===== config.mk =====
export PLATFORM = sky130hd
export DESIGN_NAME = hazard_forward_unit
export DESIGN_NICKNAME = d
export VERILOG_FILES = /design/src/rtl/fwd_pkg.sv /design/src/rtl/fwd_src_cmp.sv /design/src/rtl/hazard_forward_unit.sv
export SDC_FILE = /design/constraint.sdc
export NUM_CORES = 1
export LEC_CHECK = 0
export ABC_AREA = 0
export ABC_CLOCK_PERIOD_IN_PS = 10450
export CAP_MARGIN = 30
export CORE_MARGIN = 4
export CORE_UTILIZATION = 45
export CTS_CLUSTER_SIZE = 24
export DETAILED_ROUTE_END_ITERATION = 6
export GPL_TIMING_DRIVEN = 0
export PLACE_DENSITY = 0.78
export SETUP_SLACK_MARGIN = 0.1
export SLEW_MARGIN = 0
export SYNTH_ARGS = -nofsm -noshare
export SYNTH_HDL_FRONTEND = slang
export SYNTH_HIERARCHICAL = 1
export SYNTH_SLANG_ARGS = --single-unit

===== constraint.sdc =====
create_clock -name clk -period 10.45 [get_ports clk]
set_clock_uncertainty 0.15 [all_clocks]
set_input_delay 1.045 -clock clk [delete_from_list [all_inputs] [get_ports clk]]
set_output_delay 1.045 -clock clk [all_outputs]
set_load 0.005 [all_outputs]

===== src/rtl/fwd_pkg.sv =====
// Shared constants and types for the forwarding / load-use hazard unit.
package fwd_pkg;

    // Operand source selects as seen by the EX-stage operand muxes.
    localparam logic [1:0] FWD_NONE = 2'b00;  // register file
    localparam logic [1:0] FWD_MEM  = 2'b10;  // EX/MEM result
    localparam logic [1:0] FWD_WB   = 2'b01;  // MEM/WB result

    typedef enum logic {
        ST_RUN    = 1'b0,
        ST_BUBBLE = 1'b1
    } stall_state_t;

endpackage


===== src/rtl/fwd_src_cmp.sv =====
// Forward select and load-use flag for a single ID-stage source operand.
module fwd_src_cmp #(
    parameter int unsigned REG_ADDR_W = 5
) (
    input  logic [REG_ADDR_W-1:0] i_src,
    input  logic                  i_regwrite_id_ex,
    input  logic                  i_memread_id_ex,
    input  logic [REG_ADDR_W-1:0] i_rd_id_ex,
    input  logic                  i_regwrite_ex_mem,
    input  logic [REG_ADDR_W-1:0] i_rd_ex_mem,
    output logic [1:0]            o_sel_c,
    output logic                  o_hazard_c
);
    import fwd_pkg::*;

    logic w_src_nz;
    logic w_ex_match;
    logic w_mem_match;

    // A non-zero source that equals rd also guarantees rd is non-zero.
    assign w_src_nz    = (i_src != '0);
    assign w_ex_match  = w_src_nz && i_regwrite_id_ex  && (i_rd_id_ex  == i_src);
    assign w_mem_match = w_src_nz && i_regwrite_ex_mem && (i_rd_ex_mem == i_src);

    // The younger EX producer wins; a load in EX cannot supply data yet.
    always_comb begin
        o_sel_c = FWD_NONE;
        if (w_ex_match && !i_memread_id_ex) begin
            o_sel_c = FWD_MEM;
        end else if (w_mem_match) begin
            o_sel_c = FWD_WB;
        end
    end

    assign o_hazard_c = w_ex_match && i_memread_id_ex;

endmodule


===== src/rtl/hazard_forward_unit.sv =====
// Operand forwarding selects, one-bubble load-use stall FSM and saturating statistics.
module hazard_forward_unit #(
    parameter int unsigned REG_ADDR_W = 5,
    parameter int unsigned NUM_SRC    = 2,
    parameter int unsigned CNT_W      = 16
) (
    input  logic                           clk,
    input  logic                           rst,
    input  logic [NUM_SRC*REG_ADDR_W-1:0]  src_id,
    input  logic                           regwrite_id_ex,
    input  logic                           memread_id_ex,
    input  logic [REG_ADDR_W-1:0]          rd_id_ex,
    input  logic                           regwrite_ex_mem,
    input  logic [REG_ADDR_W-1:0]          rd_ex_mem,
    input  logic                           flush,
    input  logic                           clr_cnt,
    output logic [2*NUM_SRC-1:0]           fwd_sel,
    output logic                           stall,
    output logic [CNT_W-1:0]               stall_cnt,
    output logic [CNT_W-1:0]               fwd_cnt
);
    import fwd_pkg::*;

    localparam int unsigned ADD_W = $clog2(NUM_SRC + 1);
    localparam int unsigned SUM_W = CNT_W + ADD_W;
    localparam logic [CNT_W-1:0] CNT_MAX = '1;

    logic [2*NUM_SRC-1:0] w_next_sel;
    logic [NUM_SRC-1:0]   w_hazard_vec;
    logic [NUM_SRC-1:0]   w_fwd_vec;
    logic                 w_load_use;
    logic                 w_stall;
    logic                 w_bubble;
    logic [ADD_W-1:0]     w_fwd_num;
    logic [SUM_W-1:0]     w_stall_sum;
    logic [SUM_W-1:0]     w_fwd_sum;
    logic [CNT_W-1:0]     w_stall_cnt_nxt;
    logic [CNT_W-1:0]     w_fwd_cnt_nxt;
    stall_state_t         w_state_nxt;

    stall_state_t         r_state;
    logic [2*NUM_SRC-1:0] r_fwd_sel;
    logic [CNT_W-1:0]     r_stall_cnt;
    logic [CNT_W-1:0]     r_fwd_cnt;

    for (genvar g = 0; g < NUM_SRC; g++) begin : g_src
        fwd_src_cmp #(
            .REG_ADDR_W (REG_ADDR_W)
        ) u_cmp (
            .i_src             (src_id[g*REG_ADDR_W +: REG_ADDR_W]),
            .i_regwrite_id_ex  (regwrite_id_ex),
            .i_memread_id_ex   (memread_id_ex),
            .i_rd_id_ex        (rd_id_ex),
            .i_regwrite_ex_mem (regwrite_ex_mem),
            .i_rd_ex_mem       (rd_ex_mem),
            .o_sel_c           (w_next_sel[2*g +: 2]),
            .o_hazard_c        (w_hazard_vec[g])
        );
        assign w_fwd_vec[g] = |w_next_sel[2*g +: 2];
    end

    assign w_load_use = |w_hazard_vec;

    // Stall FSM: one bubble per load-use; flush squashes and always returns to RUN.
    always_comb begin
        w_state_nxt = r_state;
        w_stall     = 1'b0;
        case (r_state)
            ST_RUN: begin
                w_stall = w_load_use && !flush && !rst;
                if (w_stall) begin
                    w_state_nxt = ST_BUBBLE;
                end
            end
            ST_BUBBLE: w_state_nxt = ST_RUN;
            default:   w_state_nxt = ST_RUN;
        endcase
        if (flush) begin
            w_state_nxt = ST_RUN;
        end
    end

    assign w_bubble = w_stall || flush;

    always_comb begin
        w_fwd_num = '0;
        for (int i = 0; i < int'(NUM_SRC); i++) begin
            w_fwd_num = w_fwd_num + ADD_W'(w_fwd_vec[i]);
        end
    end

    // Saturating increments computed one carry wider than the counters.
    assign w_stall_sum     = SUM_W'(r_stall_cnt) + SUM_W'(w_stall);
    assign w_fwd_sum       = SUM_W'(r_fwd_cnt) + (w_bubble ? SUM_W'(0) : SUM_W'(w_fwd_num));
    assign w_stall_cnt_nxt = (w_stall_sum > SUM_W'(CNT_MAX)) ? CNT_MAX : w_stall_sum[CNT_W-1:0];
    assign w_fwd_cnt_nxt   = (w_fwd_sum   > SUM_W'(CNT_MAX)) ? CNT_MAX : w_fwd_sum[CNT_W-1:0];

    always_ff @(posedge clk) begin
        if (rst) begin
            r_state     <= ST_RUN;
            r_fwd_sel   <= '0;
            r_stall_cnt <= '0;
            r_fwd_cnt   <= '0;
        end else begin
            r_state   <= w_state_nxt;
            r_fwd_sel <= w_bubble ? '0 : w_next_sel;
            if (clr_cnt) begin
                r_stall_cnt <= '0;
                r_fwd_cnt   <= '0;
            end else begin
                r_stall_cnt <= w_stall_cnt_nxt;
                r_fwd_cnt   <= w_fwd_cnt_nxt;
            end
        end
    end

    assign fwd_sel   = r_fwd_sel;
    assign stall     = w_stall;
    assign stall_cnt = r_stall_cnt;
    assign fwd_cnt   = r_fwd_cnt;

endmodule


After elaboration in Yosys (flattened, before gate mapping)
Cells that the tools add are included.
{ "op_classes": {"add_sub_neg": 3, "mul": 0, "n_div": 0, "order_cmp": 2, "eq_ne": 4, "shifts": 0, "n_mux": 10, "bitwise": 1, "reduce_logical": 26} }
{ "ops": {"columns": ["operator", "count"], "rows": [
  ["greater-than comparator 17 x 16 -> 1 bit, second input constant", 2],
  ["2-to-1 mux 16 bit", 2],
  ["equality test 5 bit", 4],
  ["adder 16 x 1 -> 17 bit", 1],
  ["adder 16 x 2 -> 17 bit", 1],
  ["logical AND 1 bit", 14],
  ["OR reduction 2 bit", 6],
  ["nonzero test 5 bit", 2],
  ["2-to-1 mux 2 bit", 3],
  ["2-to-1 mux 1 bit", 4],
  ["logical NOT 1 bit", 3],
  ["adder 1 x 1 -> 2 bit", 1],
  ["case mux 1 bit (2 select lines)", 1],
  ["logical OR 1 bit", 1],
  ["NOT 1 bit", 1]
]} }
{ "word_totals": {"regBits": 37, "latch_bits": 0, "ram_bits": 0, "rom_bits": 0, "inputBits": 27, "out_inout_bits": 37, "n_memories": 0} }

Depth between registers and ports, before layout
{ "depth": {"depth_word": 13, "ltp_mapped": 15, "depth_no_buf": 14} }

Hierarchy
The synthesis kept the hierarchy.
{ "modules_own_cells": {"columns": ["mod", "n_inst", "cells_per_inst", "area_per_inst_um2", "seq_area_each_um2"], "rows": [
  ["hazard_forward_unit", 1, 190, 1696.6, 740.7],
  ["fwd_src_cmp", 2, 24, 168.9, 0.0]
]} }

Worst setup path after synthesis
No wires, ideal clock.
{ "synth_timing": {"path_kind": "input to register", "from": "in src_id[1]", "to": "reg r_fwd_cnt[10], in the netlist fwd_cnt[10]", "arrival_ps": 3966, "slack_ps": 6201, "cell_stages": 14, "n_path_buf": 1, "cell_sequence": "or4_1 > nor2_1 > nor4_2 > and2_1 > or2_2 > ha_1 > and2_1 > ha_1 > fa_1 > inv_1 > nor2_1 > nand4_1 > clkbuf_1 > a21oi_1"} }
{ "synth_rtl": {"columns": ["element", "line", "rtl"], "rows": [
  ["from (decl)", "hazard_forward_unit.sv:9", "input logic [NUM_SRC*REG_ADDR_W-1:0] src_id,"],
  ["nonzero test 5 bit", "fwd_src_cmp.sv:21", "assign w_src_nz = (i_src != '0);"],
  ["logical AND 1 bit", "fwd_src_cmp.sv:22", "assign w_ex_match = w_src_nz && i_regwrite_id_ex && (i_rd_id_ex == i_src);"],
  ["logical AND 1 bit (*)", "fwd_src_cmp.sv:22", null],
  ["logical AND 1 bit (*)", "fwd_src_cmp.sv:28", "if (w_ex_match && !i_memread_id_ex) begin"],
  ["2-to-1 mux 2 bit (*)", "fwd_src_cmp.sv:28", null],
  ["named net w_next_sel[1]", "hazard_forward_unit.sv:28", "logic [2*NUM_SRC-1:0] w_next_sel;"],
  ["OR reduction 2 bit (*)", "hazard_forward_unit.sv:59", "assign w_fwd_vec[g] = |w_next_sel[2*g +: 2];"],
  ["adder 1 x 1 -> 2 bit (*)", "hazard_forward_unit.sv:88", "w_fwd_num = w_fwd_num + ADD_W'(w_fwd_vec[i]);"],
  ["2-to-1 mux 2 bit (*)", "hazard_forward_unit.sv:94", "assign w_fwd_sum = SUM_W'(r_fwd_cnt) + (w_bubble ? SUM_W'(0) : SUM_W'(w_fwd_num));"],
  ["adder 16 x 2 -> 17 bit (*)", "hazard_forward_unit.sv:94", null],
  ["greater-than comparator 17 x 16 -> 1 bit", "hazard_forward_unit.sv:96", "assign w_fwd_cnt_nxt = (w_fwd_sum > SUM_W'(CNT_MAX)) ? CNT_MAX : w_fwd_sum[CNT_W-1:0];"],
  ["2-to-1 mux 16 bit (*)", "hazard_forward_unit.sv:96", null],
  ["to (signal assigned)", "hazard_forward_unit.sv:112", "r_fwd_cnt <= w_fwd_cnt_nxt;"],
  ["to (decl)", "hazard_forward_unit.sv:44", "logic [CNT_W-1:0] r_fwd_cnt;"]
]} }
Mark *: on every way through the listed nets, which the timed path passes. The rest lies on a longest branch.
A chain may end at the register's enable or synchronous reset.

Worst setup path in the final report
{ "layout_timing": {"from": "in rd_id_ex[0]", "to": "reg r_fwd_cnt[4], in the netlist fwd_cnt[4]"} }
{ "layout_rtl": {"columns": ["element", "line", "rtl"], "rows": [
  ["from (decl)", "hazard_forward_unit.sv:12", "input logic [REG_ADDR_W-1:0] rd_id_ex,"],
  ["equality test 5 bit (*)", "fwd_src_cmp.sv:22", null],
  ["logical AND 1 bit (*)", "fwd_src_cmp.sv:22", null],
  ["logical AND 1 bit (*)", "fwd_src_cmp.sv:28", null],
  ["2-to-1 mux 2 bit (*)", "fwd_src_cmp.sv:28", null],
  ["named net w_next_sel[2]", "hazard_forward_unit.sv:28", null],
  ["OR reduction 2 bit (*)", "hazard_forward_unit.sv:59", null],
  ["adder 1 x 1 -> 2 bit (*)", "hazard_forward_unit.sv:88", null],
  ["2-to-1 mux 2 bit (*)", "hazard_forward_unit.sv:94", null],
  ["adder 16 x 2 -> 17 bit (*)", "hazard_forward_unit.sv:94", null],
  ["greater-than comparator 17 x 16 -> 1 bit", "hazard_forward_unit.sv:96", null],
  ["2-to-1 mux 16 bit (*)", "hazard_forward_unit.sv:96", null]
]} }
Marks and branches as above.

==> impl_metrics.csv <==
group,metric,value,unit
outcome,outcome,"finished clean",
floorplan,dieArea,5660,sq um
critical_path,critical_path_required,10.45,ns
routing,wl_per_cell,13.2,um
cells_and_area,diodes,0,
place,place.gp.congestion,0.809,
global_routing,grt_pass1_wl,7870,um
clock_tree,clock_path_buffers,2,
timing,slew_viol_final,0,
cells_and_area,synthToLayoutAreaGrowth,38.9,%
timing,rsz0062_at_grt,"false",
clock_tree,clock_latency,0.29,ns
synth,synth_area,2030,sq um
global_routing,grt_use_total,18.0,%
timing,hold_viol,0,
clock_tree,post_cts_buffers,0,
clock_tree,ctsResizeCount,0,
power_and_ir_drop,p_leak,0.942,nW
floorplan,core,4350,sq um
clock_tree,cts_hold_buf,0,
global_routing,grt_max_degree,13,
synth,synth_area_per_cell,8.55,sq um
cells_and_area,nNetsFinal,341,
cells_and_area,fin_cells,361,
global_routing,grt_overflow,0,
worst_hold_path,holdCritStartpoint,"fwd_cnt[15]",
timing,timing.fmax,0.206,GHz
power_and_ir_drop,peakVddDrop,56.1,uV
clock_tree,clk_pin_slew,0.08,ns
global_routing,antenna_found_initial,0,
routing,vias,1950,
critical_path,startpoint_type,"input pin",
cells_and_area,seq_area,741,sq um
critical_path,crit_type,"in -> reg",
timing,slew_headroom,69.4,%
routing,drt-vias-per-instance,5.40,
worst_hold_path,holdPathEnd,"fwd_cnt[15]",
floorplan,io_pins,64,
timing,layout_setup_ws,5.61,ns
cells_and_area,final_layout_size_suffix_gt1_share,6.47,%
critical_path,crit_arrival,4.85,ns
synth,synth_nets,271,
floorplan,fp-row-count,24,
clock_tree,cts_root_buf,"clkbuf_8",
synth,ys_seq_area_share,36.4,%
critical_path,endpoint_kind,"flop",
place,numPortBuffers,63,
routing,drtPass1Iterations,4,
cells_and_area,multi_input_area,1200,sq um
critical_path,crit_fanout,10,
timing,period_minus_slack,4.84,ns
synth,ys_warn_count,6,
place,hpwl,3770,um
synth,ys_ff_latch,37,
timing,period_share,46.3,%
clock_tree,clkSinkCount,37,
clock_tree,cts_tree,"built",
routing,route.detailed.drc,0,
floorplan,dieWidth,75.2,um
critical_path,rr_worst_depth,11,
clock_tree,cts_buffers,5,
synth,yosysTopAreaCell,"dfxtp_1",
place,preCtsSetupSlack,5.30,ns
place,dp_cells,353,
critical_path,crit-reg2reg-capture,"fwd_cnt[4]",
floorplan,initial_core_util,46.7,%
flow_run,maxCapViolCount,0,
synth,synth_top_area_share,36.4,%
power_and_ir_drop,pwr_density_cell,96.7,nW/um^2
synth,netlist_top_cells_area,"dfxtp_1 (36%), xnor2_1 (9.9%), a21oi_1 (6.9%)",
worst_hold_path,holdPathStages,2,
routing,antenna_left,0,
routing,drt_iter0_markers,62,
floorplan,fp.dieH,75.2,um
synth,syn-instance-count,238,
worst_hold_path,hold_class,"reg -> reg",
global_routing,first_global_vias,1850,
routing,wl,4780,um
timing,setup_viol,0,
synth,ys_types,37,
critical_path,reg2reg_slack,7.72,ns
timing,setup_tns,0,ns
clock_tree,htreeDepth,2,
timing,tightest_slew,0.459,ns
critical_path,r2r-start,"r_state",
cells_and_area,n_fill_cell,388,
-- area by class of cell --
class | instances | area share [%]
Tap cell | 52 | 2.30
Buffer | 7 | 1.20
Sequential cell | 37 | 26.2
Multi-Input combinational cell | 179 | 42.6
Clock buffer | 6 | 2.92
Clock inverter | 2 | 0.487
Timing Repair Buffer | 63 | 22.3
Inverter | 15 | 1.99
-- cell usage in the layout (no fill, tap or decap), drive strengths merged, types with 2 or more instances in the layout --
master / count
and2: 10
nand2: 11
xor2: 11
clkdlybuf4s50: 63
clkinv: 2
or3: 2
nor3: 10
inv: 15
o21ai: 5
a221o: 2
a31oi: 2
nor2b: 2
and4: 2
nand3: 8
nand4: 13
o2111ai: 2
nand2b: 4
nor4: 7
ha: 5
nor3b: 2
clkbuf: 12
a21oi: 28
or2: 6
xnor2: 23
nor2: 10
or4: 5
mux2i: 3
dfxtp: 37
-- routing by layer --
| layer | part of all wire [%] | global-route usage [%] | vias up |
|---|---|---|---|
| met5 | 0 | 0 | - |
| met4 | 2.0 | 8.35 | 0 |
| met3 | 5.0 | 4.27 | 9 |
| met2 | 50 | 31.8 | 57 |
| met1 | 43 | 20.3 | 902 |
| li1 | - | - | 982 |
-- state kept, by name, summed over array words and instances, names as in the netlist --
register   cells
stall_cnt     16
fwd_cnt       16
r_state        1
fwd_sel        4
-- stage by stage --
stage / hold WS, ns / power, W / cell area, sq um / util [%]
floorplan: 0.355 / 0.000155 / 2030 / -
global placement: 0.370 / 0.000171 / 2730 / 62.7
detailed placement: 0.395 / 0.000171 / 2730 / 62.7
CTS: 0.410 / 0.000278 / 2830 / 64.9
global route: 0.440 / 0.000285 / 2830 / 64.9
finish: 0.403 / 0.000273 / 2830 / 64.9
-- cell usage after synthesis --
library cell and instances:
inv_1 15, dfxtp_1 37, or2_2 5, xor2_1 11
a211oi_1 1, ha_1 5, a41o_1 1, nor4_2 2
o21ai_0 5, and4_1 2, nor3_1 10, buf_6 1
mux2i_1 3, nand4_1 13, a21oi_1 28, fa_1 1
o21bai_1 1, or4_4 1, nand2_1 11, a21o_1 1
xnor2_1 23, nor4_1 5, o2111ai_1 2, clkbuf_1 6
nand3_1 7, or4_1 4, nand3_2 1, nor2b_1 2
nand2b_1 4, a31oi_1 2, nor3b_1 2, a221o_1 2
or2_4 1, nor2_1 10, and3_2 1, and2_1 10
or3_1 2
-- cell families after synthesis --
| kind of cell | count (synthesis) | synth area share (%) |
|---|---|---|
| multiplexers | 3 | 1.48 |
| AO/OA/AOI/OAI | 43 | 12.2 |
| adder cells (fa/ha/maj) | 6 | 4.06 |
| AND/OR/NAND/NOR | 93 | 26.8 |
| XOR/XNOR | 34 | 14.6 |
| flip-flops | 37 | 36.4 |
| buffers and inverters | 22 | 4.43 |
-- power breakdown --
| part | leakage (nW) | total, W | internal, W | switching [W] |
|---|---|---|---|---|
| combinational | 0.593 | 0.0000265 | 0.0000152 | 0.0000113 |
| clock | 0.0512 | 0.000106 | 0.0000534 | 0.0000523 |
| sequential | 0.298 | 0.000141 | 0.000141 | 0.0000000599 |
-- how the worst max path moves through the flow --
stage,startpoint,endpoint,slack (ns),cells past startpoint
2_1_floorplan,src_id[1],fwd_cnt[10],6.20,14
3_3_place_gp,rd_id_ex[0],fwd_cnt[8],5.35,15
3_5_place_dp,rd_id_ex[0],fwd_cnt[7],5.30,15
4_1_cts,rd_id_ex[0],fwd_cnt[4],5.60,15
5_1_grt,rd_id_ex[0],fwd_cnt[7],5.28,15
6_report,rd_id_ex[0],fwd_cnt[4],5.61,15
-- worst max-delay path, stage by stage --
cell and delay [ns]:
clkdlybuf4s50_1 0.53, inv_1 0.06, a221o_1 0.37, nor4_2 0.37, a21oi_1 0.14, or2_2 0.29
ha_1 0.26, and2_1 0.14, ha_1 0.22, fa_1 0.46, inv_1 0.16, nor2_1 0.09
nand4_1 0.20, clkbuf_1 0.39, a21oi_1 0.12
Power figures use the tool's default switching activity.
